--- src/rtl/aes_subkey_arbiter_if.sv ---
// Key-load and round-key read bus shared by key expansion, the encrypt core and the decrypt core.
// The arbiter sits on the slave modport; the environment drives the master side.
interface aes_subkey_arbiter_if #(
  parameter int unsigned KW = 128,
  parameter int unsigned AW = 4
);
  logic [1:0]    key_len;
  logic          load_start;
  logic          wr_en;
  logic [AW-1:0] wr_addr;
  logic [KW-1:0] wr_data;
  logic          load_done;
  logic          key_loaded;
  logic          load_err;

  logic          enc_req;
  logic [AW-1:0] enc_addr;
  logic          dec_req;
  logic [AW-1:0] dec_addr;
  logic [KW-1:0] subkey;
  logic          enc_valid;
  logic          dec_valid;
  logic          enc_err;
  logic          dec_err;

  modport slave (
    input  key_len, load_start, wr_en, wr_addr, wr_data, load_done,
    input  enc_req, enc_addr, dec_req, dec_addr,
    output key_loaded, load_err, subkey, enc_valid, dec_valid, enc_err, dec_err
  );

  modport master (
    output key_len, load_start, wr_en, wr_addr, wr_data, load_done,
    output enc_req, enc_addr, dec_req, dec_addr,
    input  key_loaded, load_err, subkey, enc_valid, dec_valid, enc_err, dec_err
  );
endinterface

--- src/rtl/aes_subkey_arbiter.sv ---
// Round-key store for AES-128/192/256 with a round-robin, registered read port shared by the
// encrypt and decrypt cores.
module aes_subkey_arbiter #(
  parameter int unsigned NKEYS = 15,
  parameter int unsigned KW    = 128,
  parameter int unsigned AW    = 4
) (
  input logic                  clk,
  input logic                  reset,
  aes_subkey_arbiter_if.slave  bus
);

  localparam logic [AW-1:0] LastIdx = AW'(NKEYS - 1);

  typedef enum logic [0:0] {StIdle, StLoading} load_state_e;

  load_state_e    state_q, state_d;
  logic [AW-1:0]  nr_q, nr_d, nr_new;
  logic [NKEYS-1:0] mask_q, mask_d, need;
  logic           key_loaded_q, key_loaded_d;
  logic           load_err_q, load_err_d;
  logic           loading, wr_accept;
  logic [KW-1:0]  store_q [NKEYS];

  logic           rr_dec_q;
  logic           enc_elig, dec_elig, grant_enc, grant_dec;
  logic [AW-1:0]  gnt_addr;
  logic           gnt_in_range;
  logic           enc_valid_q, dec_valid_q, enc_err_q, dec_err_q;
  logic [KW-1:0]  subkey_q;

  always_comb begin
    unique case (bus.key_len)
      2'b01:   nr_new = AW'(10);
      2'b10:   nr_new = AW'(12);
      2'b11:   nr_new = AW'(14);
      default: nr_new = '0;
    endcase
  end

  always_comb begin
    need = '0;
    for (int i = 0; i < NKEYS; i++) begin
      need[i] = (AW'(i) <= nr_q);
    end
  end

  // Load FSM; load_start overrides everything and a same-cycle write joins the new load.
  always_comb begin
    state_d      = state_q;
    nr_d         = nr_q;
    mask_d       = mask_q;
    key_loaded_d = key_loaded_q;
    load_err_d   = 1'b0;
    wr_accept    = 1'b0;
    if (bus.load_start) begin
      state_d      = StLoading;
      nr_d         = nr_new;
      mask_d       = '0;
      key_loaded_d = 1'b0;
    end
    loading = bus.load_start || (state_q == StLoading);
    if (bus.wr_en) begin
      if (loading && (bus.wr_addr <= LastIdx)) begin
        wr_accept            = 1'b1;
        mask_d[bus.wr_addr]  = 1'b1;
      end else begin
        load_err_d = 1'b1;
      end
    end
    if ((state_q == StLoading) && bus.load_done && !bus.load_start) begin
      state_d = StIdle;
      if ((nr_q != '0) && ((mask_d & need) == need)) begin
        key_loaded_d = 1'b1;
      end else begin
        load_err_d = 1'b1;
      end
    end
  end

  // A requester is skipped for the cycle after its grant: it still shows the old address then.
  always_comb begin
    enc_elig     = bus.enc_req && key_loaded_q && !(enc_valid_q || enc_err_q);
    dec_elig     = bus.dec_req && key_loaded_q && !(dec_valid_q || dec_err_q);
    grant_enc    = enc_elig && (!dec_elig || !rr_dec_q);
    grant_dec    = dec_elig && !grant_enc;
    gnt_addr     = grant_enc ? bus.enc_addr : bus.dec_addr;
    gnt_in_range = (gnt_addr <= nr_q);
  end

  always_ff @(posedge clk or negedge reset) begin
    if (!reset) begin
      state_q      <= StIdle;
      nr_q         <= '0;
      mask_q       <= '0;
      key_loaded_q <= 1'b0;
      load_err_q   <= 1'b0;
      rr_dec_q     <= 1'b0;
      enc_valid_q  <= 1'b0;
      dec_valid_q  <= 1'b0;
      enc_err_q    <= 1'b0;
      dec_err_q    <= 1'b0;
      subkey_q     <= '0;
    end else begin
      state_q      <= state_d;
      nr_q         <= nr_d;
      mask_q       <= mask_d;
      key_loaded_q <= key_loaded_d;
      load_err_q   <= load_err_d;
      enc_valid_q  <= grant_enc && gnt_in_range;
      enc_err_q    <= grant_enc && !gnt_in_range;
      dec_valid_q  <= grant_dec && gnt_in_range;
      dec_err_q    <= grant_dec && !gnt_in_range;
      if (grant_enc || grant_dec) begin
        rr_dec_q <= grant_enc;
        subkey_q <= gnt_in_range ? store_q[gnt_addr] : '0;
      end
    end
  end

  // Key storage is deliberately not reset; key_loaded gates its use.
  always_ff @(posedge clk) begin
    if (wr_accept) begin
      store_q[bus.wr_addr] <= bus.wr_data;
    end
  end

  assign bus.key_loaded = key_loaded_q;
  assign bus.load_err   = load_err_q;
  assign bus.subkey     = subkey_q;
  assign bus.enc_valid  = enc_valid_q;
  assign bus.dec_valid  = dec_valid_q;
  assign bus.enc_err    = enc_err_q;
  assign bus.dec_err    = dec_err_q;

endmodule

--- src/flat_wrapper.sv ---
// flat-port wrapper written by rule: the top's interface ports become plain ports
module aes_subkey_arbiter_flat 
#(
  parameter int unsigned NKEYS = 15,
  parameter int unsigned KW    = 128,
  parameter int unsigned AW    = 4
)
  (clk, reset, bus_key_len, bus_load_start, bus_wr_en, bus_wr_addr, bus_wr_data, bus_load_done, bus_enc_req, bus_enc_addr, bus_dec_req, bus_dec_addr, bus_key_loaded, bus_load_err, bus_subkey, bus_enc_valid, bus_dec_valid, bus_enc_err, bus_dec_err);
  aes_subkey_arbiter_if #(.KW(KW), .AW(AW)) bus_i ();
  input logic clk;
  input logic reset;
  input wire logic [$bits(bus_i.key_len)-1:0] bus_key_len;
  input wire logic [$bits(bus_i.load_start)-1:0] bus_load_start;
  input wire logic [$bits(bus_i.wr_en)-1:0] bus_wr_en;
  input wire logic [$bits(bus_i.wr_addr)-1:0] bus_wr_addr;
  input wire logic [$bits(bus_i.wr_data)-1:0] bus_wr_data;
  input wire logic [$bits(bus_i.load_done)-1:0] bus_load_done;
  input wire logic [$bits(bus_i.enc_req)-1:0] bus_enc_req;
  input wire logic [$bits(bus_i.enc_addr)-1:0] bus_enc_addr;
  input wire logic [$bits(bus_i.dec_req)-1:0] bus_dec_req;
  input wire logic [$bits(bus_i.dec_addr)-1:0] bus_dec_addr;
  output wire logic [$bits(bus_i.key_loaded)-1:0] bus_key_loaded;
  output wire logic [$bits(bus_i.load_err)-1:0] bus_load_err;
  output wire logic [$bits(bus_i.subkey)-1:0] bus_subkey;
  output wire logic [$bits(bus_i.enc_valid)-1:0] bus_enc_valid;
  output wire logic [$bits(bus_i.dec_valid)-1:0] bus_dec_valid;
  output wire logic [$bits(bus_i.enc_err)-1:0] bus_enc_err;
  output wire logic [$bits(bus_i.dec_err)-1:0] bus_dec_err;
  assign bus_i.key_len = bus_key_len;
  assign bus_i.load_start = bus_load_start;
  assign bus_i.wr_en = bus_wr_en;
  assign bus_i.wr_addr = bus_wr_addr;
  assign bus_i.wr_data = bus_wr_data;
  assign bus_i.load_done = bus_load_done;
  assign bus_i.enc_req = bus_enc_req;
  assign bus_i.enc_addr = bus_enc_addr;
  assign bus_i.dec_req = bus_dec_req;
  assign bus_i.dec_addr = bus_dec_addr;
  assign bus_key_loaded = bus_i.key_loaded;
  assign bus_load_err = bus_i.load_err;
  assign bus_subkey = bus_i.subkey;
  assign bus_enc_valid = bus_i.enc_valid;
  assign bus_dec_valid = bus_i.dec_valid;
  assign bus_enc_err = bus_i.enc_err;
  assign bus_dec_err = bus_i.dec_err;
  aes_subkey_arbiter #(.NKEYS(NKEYS), .KW(KW), .AW(AW)) u_core (.clk(clk), .reset(reset), .bus(bus_i));
endmodule
--- config.mk ---
export PLATFORM = sky130hd
export DESIGN_NAME = aes_subkey_arbiter_flat
export DESIGN_NICKNAME = d
export VERILOG_FILES = /design/src/rtl/aes_subkey_arbiter_if.sv /design/src/rtl/aes_subkey_arbiter.sv /design/src/flat_wrapper.sv
export SDC_FILE = /design/constraint.sdc
export NUM_CORES = 2
export LEC_CHECK = 0
export BUFFER_PORTS_ARGS = -buffer_cell sky130_fd_sc_hd__buf_2
export CAP_MARGIN = 20
export CORE_MARGIN = 3
export CORE_UTILIZATION = 51
export CTS_BUF_LIST = sky130_fd_sc_hd__clkbuf_4 sky130_fd_sc_hd__clkbuf_8 sky130_fd_sc_hd__clkbuf_16
export DETAILED_ROUTE_END_ITERATION = 10
export GPL_TIMING_DRIVEN = 0
export PLACE_DENSITY = 0.68
export SYNTH_ARGS = -nofsm -noshare
export SYNTH_HDL_FRONTEND = slang
export SYNTH_SLANG_ARGS = --single-unit
--- constraint.sdc ---
create_clock -name clk -period 28 [get_ports clk]
set_input_delay 2.8 -clock clk [delete_from_list [all_inputs] [get_ports clk]]
set_output_delay 2.8 -clock clk [all_outputs]
set_load 0.005 [all_outputs]
## Yosys cells after proc, flatten, opt, wreduce, memory -nomap -nowiden

Memory sizes are Yosys's and may differ from the RTL's.
Cells that the tools add are included.

- Bits in writable memories: 1920
- Bits in registers: 155
- Output and inout port bits: 134
- Memories kept: 1
- Logic and storage cells: 87

Memories:

| memory | depth | bits a word | read ports | clocked after memory_dff | write ports | line | RTL |
|---|---|---|---|---|---|---|---|
| u_core.store_q | 15 | 128 | 1 | 0 | 1 | aes_subkey_arbiter.sv:23 | `logic [KW-1:0] store_q [NKEYS];` |

- Eq/ne operators: 4
- Bitwise operators: 2
- Muxes and demuxes: 21
- Magnitude comparators: 19
- Reduce and logical (&&, ||, !) cells: 29

Operators by type and width:

| cell | count |
|---|---|
| 128-bit two-way mux | 1 |
| 15-bit two-way mux | 3 |
| 4-bit <= comparator, first input constant | 7 |
| 3-bit by 4-bit <= comparator with 1-bit output, first input constant | 4 |
| 15-bit AND | 1 |
| 15-bit == test | 1 |
| 1-bit logical AND | 15 |
| 15-bit OR | 1 |
| 1-bit two-way mux | 14 |
| 4-bit case mux with 3 select lines | 1 |
| 1-bit by 4-bit <= comparator with 1-bit output, first input constant | 2 |
| 2-bit by 4-bit <= comparator with 1-bit output, first input constant | 2 |
| 1-bit logical NOT | 7 |
| 1-bit logical OR | 5 |
| 4-bit by 5-bit less-than comparator with 1-bit output, second input constant | 1 |
| 1-bit demux with 4-bit select | 1 |
| 2-bit == test, second input constant | 2 |
| 4-bit by 1-bit greater-or-equal comparator with 1-bit output, second input constant | 1 |
| 4-bit <= comparator | 1 |
| 4-bit <= comparator, second input constant | 1 |
| 4-bit two-way mux | 1 |
| 4-bit nonzero test | 1 |
| 2-bit by 1-bit == test with 1-bit output, second input constant | 1 |
| 2-bit nonzero test | 1 |

## Depth between registers and ports, before layout

- Depth after elaboration: 12
- Depth in mapped cells: 17

## Worst setup path after synthesis

OpenSTA, ideal clock, no wires.

- Path kind: input to register
- Start: in bus_wr_addr[0]
- End: reg u_core.load_err_q (netlist: u_core.bus.load_err)
- Buffers on the path: 1
- Cell stages on the path: 7
- Setup slack: 14571 ps
- Library setup time: 126 ps
- Data arrival time: 13303 ps
- Path through: clkbuf_1 o21bai_1 nor3_1 o21ai_0 a221o_1 a32oi_1 o21ai_1

- Word-level cells in the longest chain between the ends: 12

RTL lines:

| element | line | RTL |
|---|---|---|
| start, declared | flat_wrapper.sv:15 | `input wire logic [$bits(bus_i.wr_addr)-1:0] bus_wr_addr;` |
| 4-bit by 5-bit less-than comparator with 1-bit output (implied by the code) or 4-bit by 1-bit greater-or-equal comparator with 1-bit output (tied branches) | aes_subkey_arbiter.sv:66 | `mask_d[bus.wr_addr] = 1'b1;` |
| 1-bit logical AND (implied by the code) | aes_subkey_arbiter.sv:66 |  |
| 1-bit two-way mux (implied by the code) | aes_subkey_arbiter.sv:66 |  |
| 1-bit demux with 4-bit select | -- |  |
| 15-bit OR (no source line) | -- |  |
| 15-bit two-way mux | aes_subkey_arbiter.sv:64 | `if (loading && (bus.wr_addr <= LastIdx)) begin` |
| 15-bit two-way mux | aes_subkey_arbiter.sv:63 | `if (bus.wr_en) begin` |
| 15-bit AND | aes_subkey_arbiter.sv:73 | `if ((nr_q != '0) && ((mask_d & need) == need)) begin` |
| 15-bit == test | aes_subkey_arbiter.sv:73 |  |
| 1-bit logical AND | aes_subkey_arbiter.sv:73 |  |
| 1-bit two-way mux | aes_subkey_arbiter.sv:73 |  |
| 1-bit two-way mux (*) | aes_subkey_arbiter.sv:71 | `if ((state_q == StLoading) && bus.load_done && !bus.load_start) begin` |
| named net u_core.load_err_d | aes_subkey_arbiter.sv:21 | `logic load_err_q, load_err_d;` |
| end signal, assigned | aes_subkey_arbiter.sv:109 | `load_err_q <= load_err_d;` |
| end, declared | aes_subkey_arbiter.sv:21 |  |

Mark *: on every way through the listed nets, which the timed path passes. The rest lies on a longest branch.
A chain may end at the register's enable or synchronous reset.

## Final worst setup path

- Start: in bus_enc_req
- End: reg u_core.subkey_q[104] (netlist: u_core.bus.subkey[104])

- Word-level cells in the longest chain between the ends: 6

RTL lines:

| element | line | RTL |
|---|---|---|
| start, declared | flat_wrapper.sv:18 | `input wire logic [$bits(bus_i.enc_req)-1:0] bus_enc_req;` |
| 1-bit logical AND (*) (2 in a row) | aes_subkey_arbiter.sv:83 | `enc_elig = bus.enc_req && key_loaded_q && !(enc_valid_q \|\| enc_err_q);` |
| 1-bit logical AND (*) | aes_subkey_arbiter.sv:85 | `grant_enc = enc_elig && (!dec_elig \|\| !rr_dec_q);` |
| 4-bit two-way mux or 1-bit logical NOT (tied branches) | aes_subkey_arbiter.sv:87, aes_subkey_arbiter.sv:86 |  |
| memory read 15 x 128 bit (tied with other cells) | -- |  |
| 128-bit two-way mux or 1-bit logical OR (tied branches) | aes_subkey_arbiter.sv:116, aes_subkey_arbiter.sv:114 |  |
| end signal, assigned | aes_subkey_arbiter.sv:116 | `subkey_q <= gnt_in_range ? store_q[gnt_addr] : '0;` |
| end, declared | aes_subkey_arbiter.sv:30 | `logic [KW-1:0] subkey_q;` |

Every way passes the cells marked *; elsewhere a longest branch is shown, timed or not.

==> run_summary.xml <==
<?xml version="1.0" encoding="UTF-8"?>
<metrics>
  <group name="run_status">
    <metric name="status" unit="">completed</metric>
  </group>
  <group name="floorplanning">
    <metric name="design.portCount" unit="">283</metric>
    <metric name="floorplan.initialDensity" unit="%">51.5</metric>
    <metric name="core_area" unit="um2">159000</metric>
    <metric name="floorplan.rows" unit="">146</metric>
    <metric name="die-width" unit="um">407</metric>
    <metric name="die_height" unit="um">407</metric>
    <metric name="area_of_the_die" unit="um2">165000</metric>
  </group>
  <group name="critical_path">
    <metric name="crit_path_end_kind" unit="">flop</metric>
    <metric name="slowest_delay" unit="ps">920</metric>
    <metric name="crit_path_top_delay_cell" unit="">clkbuf_1</metric>
    <metric name="timing.critical_path.arrival" unit="ps">7810</metric>
    <metric name="cp_cell_sequence" unit="">buf_2, nand4bb_1, buf_2, nor2_4, mux2_2, clkbuf_1, ha_1, a21oi_1, nand2_1, a21boi_0, or2_2, buf_4, clkbuf_1, a221oi_1, a32o_1</metric>
    <metric name="critical_path.startpoint_type" unit="">input port</metric>
    <metric name="worst-endpoint-required" unit="ps">28770</metric>
    <metric name="setup.worst_path.class" unit="">in2reg</metric>
    <metric name="timing.critical_path.max_delay_family" unit="">buffers and inverters</metric>
    <metric name="timing.reg2reg.setup_slack" unit="ps">22470</metric>
    <metric name="worst-path-buf-inv" unit="">5</metric>
    <metric name="crit_path_max_fanout" unit="">10</metric>
  </group>
  <group name="finish">
    <metric name="synthToLayoutAreaGrowth" unit="%">16.0</metric>
    <metric name="layout.nets" unit="">5768</metric>
    <metric name="fin_area" unit="um2">94900</metric>
    <metric name="layout-drive-gt1-share" unit="%">18.4</metric>
  </group>
  <group name="hold_path">
    <metric name="hp-class" unit="">reg2reg</metric>
  </group>
  <group name="synth">
    <metric name="syn_area" unit="um2">81800</metric>
    <metric name="ys_dominant_reg_cell" unit="">edfxtp_1</metric>
    <metric name="mapped_nets" unit="">5145</metric>
    <metric name="post_synth.cell_area_avg" unit="um2">16.4</metric>
    <metric name="gate_count_post_synth" unit="">4993</metric>
    <metric name="ys_types" unit="">70</metric>
    <metric name="postSynth.asyncResetShare" unit="%">7.43</metric>
    <metric name="ys.warnings.count" unit="">0</metric>
    <metric name="synth_sequential_area_ratio" unit="%">75.2</metric>
    <metric name="yosys_register_bits" unit="">2074</metric>
    <metric name="synth_edf_count" unit="">1920</metric>
  </group>
  <group name="sta">
    <metric name="max_slew_margin" unit="%">21.2</metric>
    <metric name="finalClockSkew" unit="ps">26.8</metric>
    <metric name="hold_violations" unit="">0</metric>
    <metric name="post-route-min-period" unit="ps">7050</metric>
    <metric name="setup-tns-final" unit="ps">0</metric>
    <metric name="grt_setup_unrepaired" unit="">false</metric>
    <metric name="report.final.slew_viol_count" unit="">0</metric>
    <metric name="setup_viol" unit="">0</metric>
    <metric name="max_slew.worst_pin.slew" unit="ps">1180</metric>
    <metric name="period_utilization" unit="%">25.2</metric>
    <metric name="clock.fmax" unit="GHz">0.142</metric>
  </group>
  <group name="power">
    <metric name="powerDensity" unit="nW/um2">68.9</metric>
    <metric name="leakage" unit="nW">33.7</metric>
    <metric name="vdd_ir_drop_max" unit="mV">0.0701</metric>
  </group>
  <group name="clocking">
    <metric name="htree_levels" unit="">4</metric>
    <metric name="insertion_delay" unit="ps">850</metric>
    <metric name="ctsRootBufferMaster" unit="">clkbuf_16</metric>
    <metric name="cts_repair_resize_count" unit="">0</metric>
    <metric name="number_of_buffers_inserted_for_hold_repair_after_clock_tree_synthesis" unit="">0</metric>
    <metric name="tritoncts.num_buffers" unit="">206</metric>
    <metric name="clock-sinks" unit="">2074</metric>
    <metric name="clock_tree_from_tritoncts" unit="">built</metric>
    <metric name="clkSlewWorstSetupHoldPaths" unit="ps">70</metric>
    <metric name="post_cts_buffers" unit="">0</metric>
    <metric name="clockBufferDepth" unit="">3</metric>
  </group>
  <group name="job">
    <metric name="max_capacitance_violation_count" unit="">0</metric>
  </group>
  <group name="detailed_routing">
    <metric name="first_drt_pass_iteration_count" unit="">8</metric>
    <metric name="drc" unit="">0</metric>
    <metric name="post_detailed_route_via_to_cell_ratio" unit="">6.34</metric>
    <metric name="dr_vias" unit="">50100</metric>
    <metric name="detailedRoute.firstIterationViolations" unit="">5861</metric>
    <metric name="antenna_left" unit="">0</metric>
    <metric name="drt-total-wl" unit="um">231000</metric>
    <metric name="detail_route.wl_per_cell" unit="um">29.2</metric>
  </group>
  <group name="global_route">
    <metric name="grt_pass1_wl" unit="um">333000</metric>
    <metric name="grt_overflow_total" unit="">0</metric>
    <metric name="number_of_global_route_vias_before_repair" unit="">49300</metric>
    <metric name="grt_max_degree" unit="">85</metric>
    <metric name="grt_usage" unit="%">27.7</metric>
    <metric name="antenna_violations_before_repair" unit="">30</metric>
  </group>
  <group name="placement">
    <metric name="placed_cell_area" unit="um2">87900</metric>
    <metric name="gp_congestion" unit="">0.823</metric>
    <metric name="buffer_ports.inserted" unit="">278</metric>
    <metric name="dp_hpwl" unit="um">155000</metric>
  </group>
</metrics>
[cell usage in the layout, fill, tap and decap left out, drive strengths merged, types with 8 or more instances in the layout]
master | Yosys | layout
o21ba | 111 | 111
diode | 0 | 34
o21ai | 383 | 383
o2111ai | 18 | 18
dfrtp | 154 | 154
a211oi | 258 | 258
a21oi | 124 | 124
clkinv | 0 | 67
nor2 | 31 | 31
nand2 | 21 | 21
clkbuf | 281 | 578
buf | 141 | 556
a32o | 126 | 126
mux2i | 386 | 386
inv | 17 | 25
o311ai | 16 | 16
nor3 | 122 | 122
o221ai | 113 | 113
a21boi | 142 | 142
o22ai | 8 | 8
and3 | 400 | 400
bufinv | 0 | 13
o21bai | 16 | 16
edfxtp | 1920 | 1920
a221oi | 126 | 126
a21o | 9 | 9
[cells in the mapped netlist (all sizes together), types with 2 or more instances]
cell     count  area [um2]
o2111ai     18         158
nand4bb      2        22.5
a21o         9        67.6
o21ai      383        1920
nor3       122         611
buf        141         763
or2          5        31.3
nor4b        3        26.3
clkbuf     281        1060
o41ai        2        17.5
a32oi        2        17.5
mux2i      386        3860
nand3        7        40.0
nand2b       6        37.5
nor2        31         124
o22ai        8        50.1
a21boi     142        1070
a221oi     126        1230
mux2         4        45.0
and4bb       2        28.8
a31oi        7        43.8
o221ai     113         990
inv         17        63.8
nand3b       4        30.0
a21oi      124         624
a211oi     258        1940
and3       400        2500
o21bai      16         120
nand2       21        81.3
a32o       126        1260
nor4         2        12.5
o311ai      16         140
o211ai       3        22.5
ha           3        37.5
dfrtp      154        3850
o21ba      111        1110
edfxtp    1920       57700
[kinds of logic (layout without fill, tap and decap cells)]
kind of cell | after synthesis | after routing | share of synthesized area, %
buffers and inverters | 439 | 1242 | 2.30
adders and majority gates | 3 | 3 | 0.0459
muxes | 390 | 390 | 4.78
AOI/OAI and AO/OA | 1476 | 1476 | 13.3
other | 0 | 34 | 0
DFF | 2074 | 2074 | 75.2
and+or+nand+nor | 611 | 611 | 4.39
[metrics by stage]
stage	power, W	setup slack, ps	utilization [%]	instances	hold slack (ps)
2_1_floorplan	0.00365	14570	-	4993	447
3_3_place_gp	0.00380	5230	54.0	7343	458
3_5_place_dp	0.00381	20310	55.3	7480	467
4_1_cts	0.00656	21190	59.7	7868	481
5_1_grt	0.00671	20810	59.7	7872	503
6_report	0.00654	20950	59.7	7902	482
[area by class of cell]
class                           instances  area [um2]
Fill cell                           11800       64000
Sequential cell                      2074       61500
Multi-Input combinational cell       2480       18500
Clock buffer                          297        5990
Timing Repair Buffer                  415        3380
Tap cell                             2072        2590
Buffer                                422        1830
Clock inverter                         91         956
Antenna cell                           34        85.1
Inverter                               17        63.8
[power by group]
| group | switching, W | internal (W) |
|---|---|---|
| sequential | 0.00000758 | 0.00342 |
| combinational | 0.000229 | 0.0000907 |
| clock | 0.00117 | 0.00162 |
| total | 0.00141 | 0.00513 |
[path summary, 6_finish.rpt]
kind,depth (start not counted),startpoint,end
worst max register to register,14,u_core.bus.key_loaded,u_core.bus.subkey[104]
worst min register to register,1,u_core.mask_q[2],u_core.mask_q[2]
worst min-delay path,1,u_core.mask_q[2],u_core.mask_q[2]
worst max-delay path,15,bus_enc_req,u_core.bus.subkey[104]
max in group asynchronous,2,reset,u_core.bus.subkey[43]
min in group asynchronous,1,reset,u_core.bus.subkey[99]
[routing by layer]
| metal | vias to the layer above | wire, um | GRT usage, % |
|---|---|---|---|
| li1 | 21700 | - | - |
| met1 | 25200 | 88200 | 36.3 |
| met2 | 2691 | 110000 | 43.9 |
| met5 | - | 91 | 0 |
| met4 | 12 | 9880 | 12.9 |
| met3 | 518 | 22800 | 6.55 |
[registers in the layout, summed over array words and instances (netlist names)]
name,flops
u_core.store_q,1920
u_core.bus.subkey,128
u_core.mask_q,15
u_core.nr_q,3
u_core.bus.dec_err,1
u_core.bus.dec_valid,1
u_core.bus.enc_err,1
u_core.bus.enc_valid,1
u_core.bus.key_loaded,1
u_core.bus.load_err,1
u_core.rr_dec_q,1
u_core.state_q,1
No activity file was read; power rests on OpenSTA's default activity.
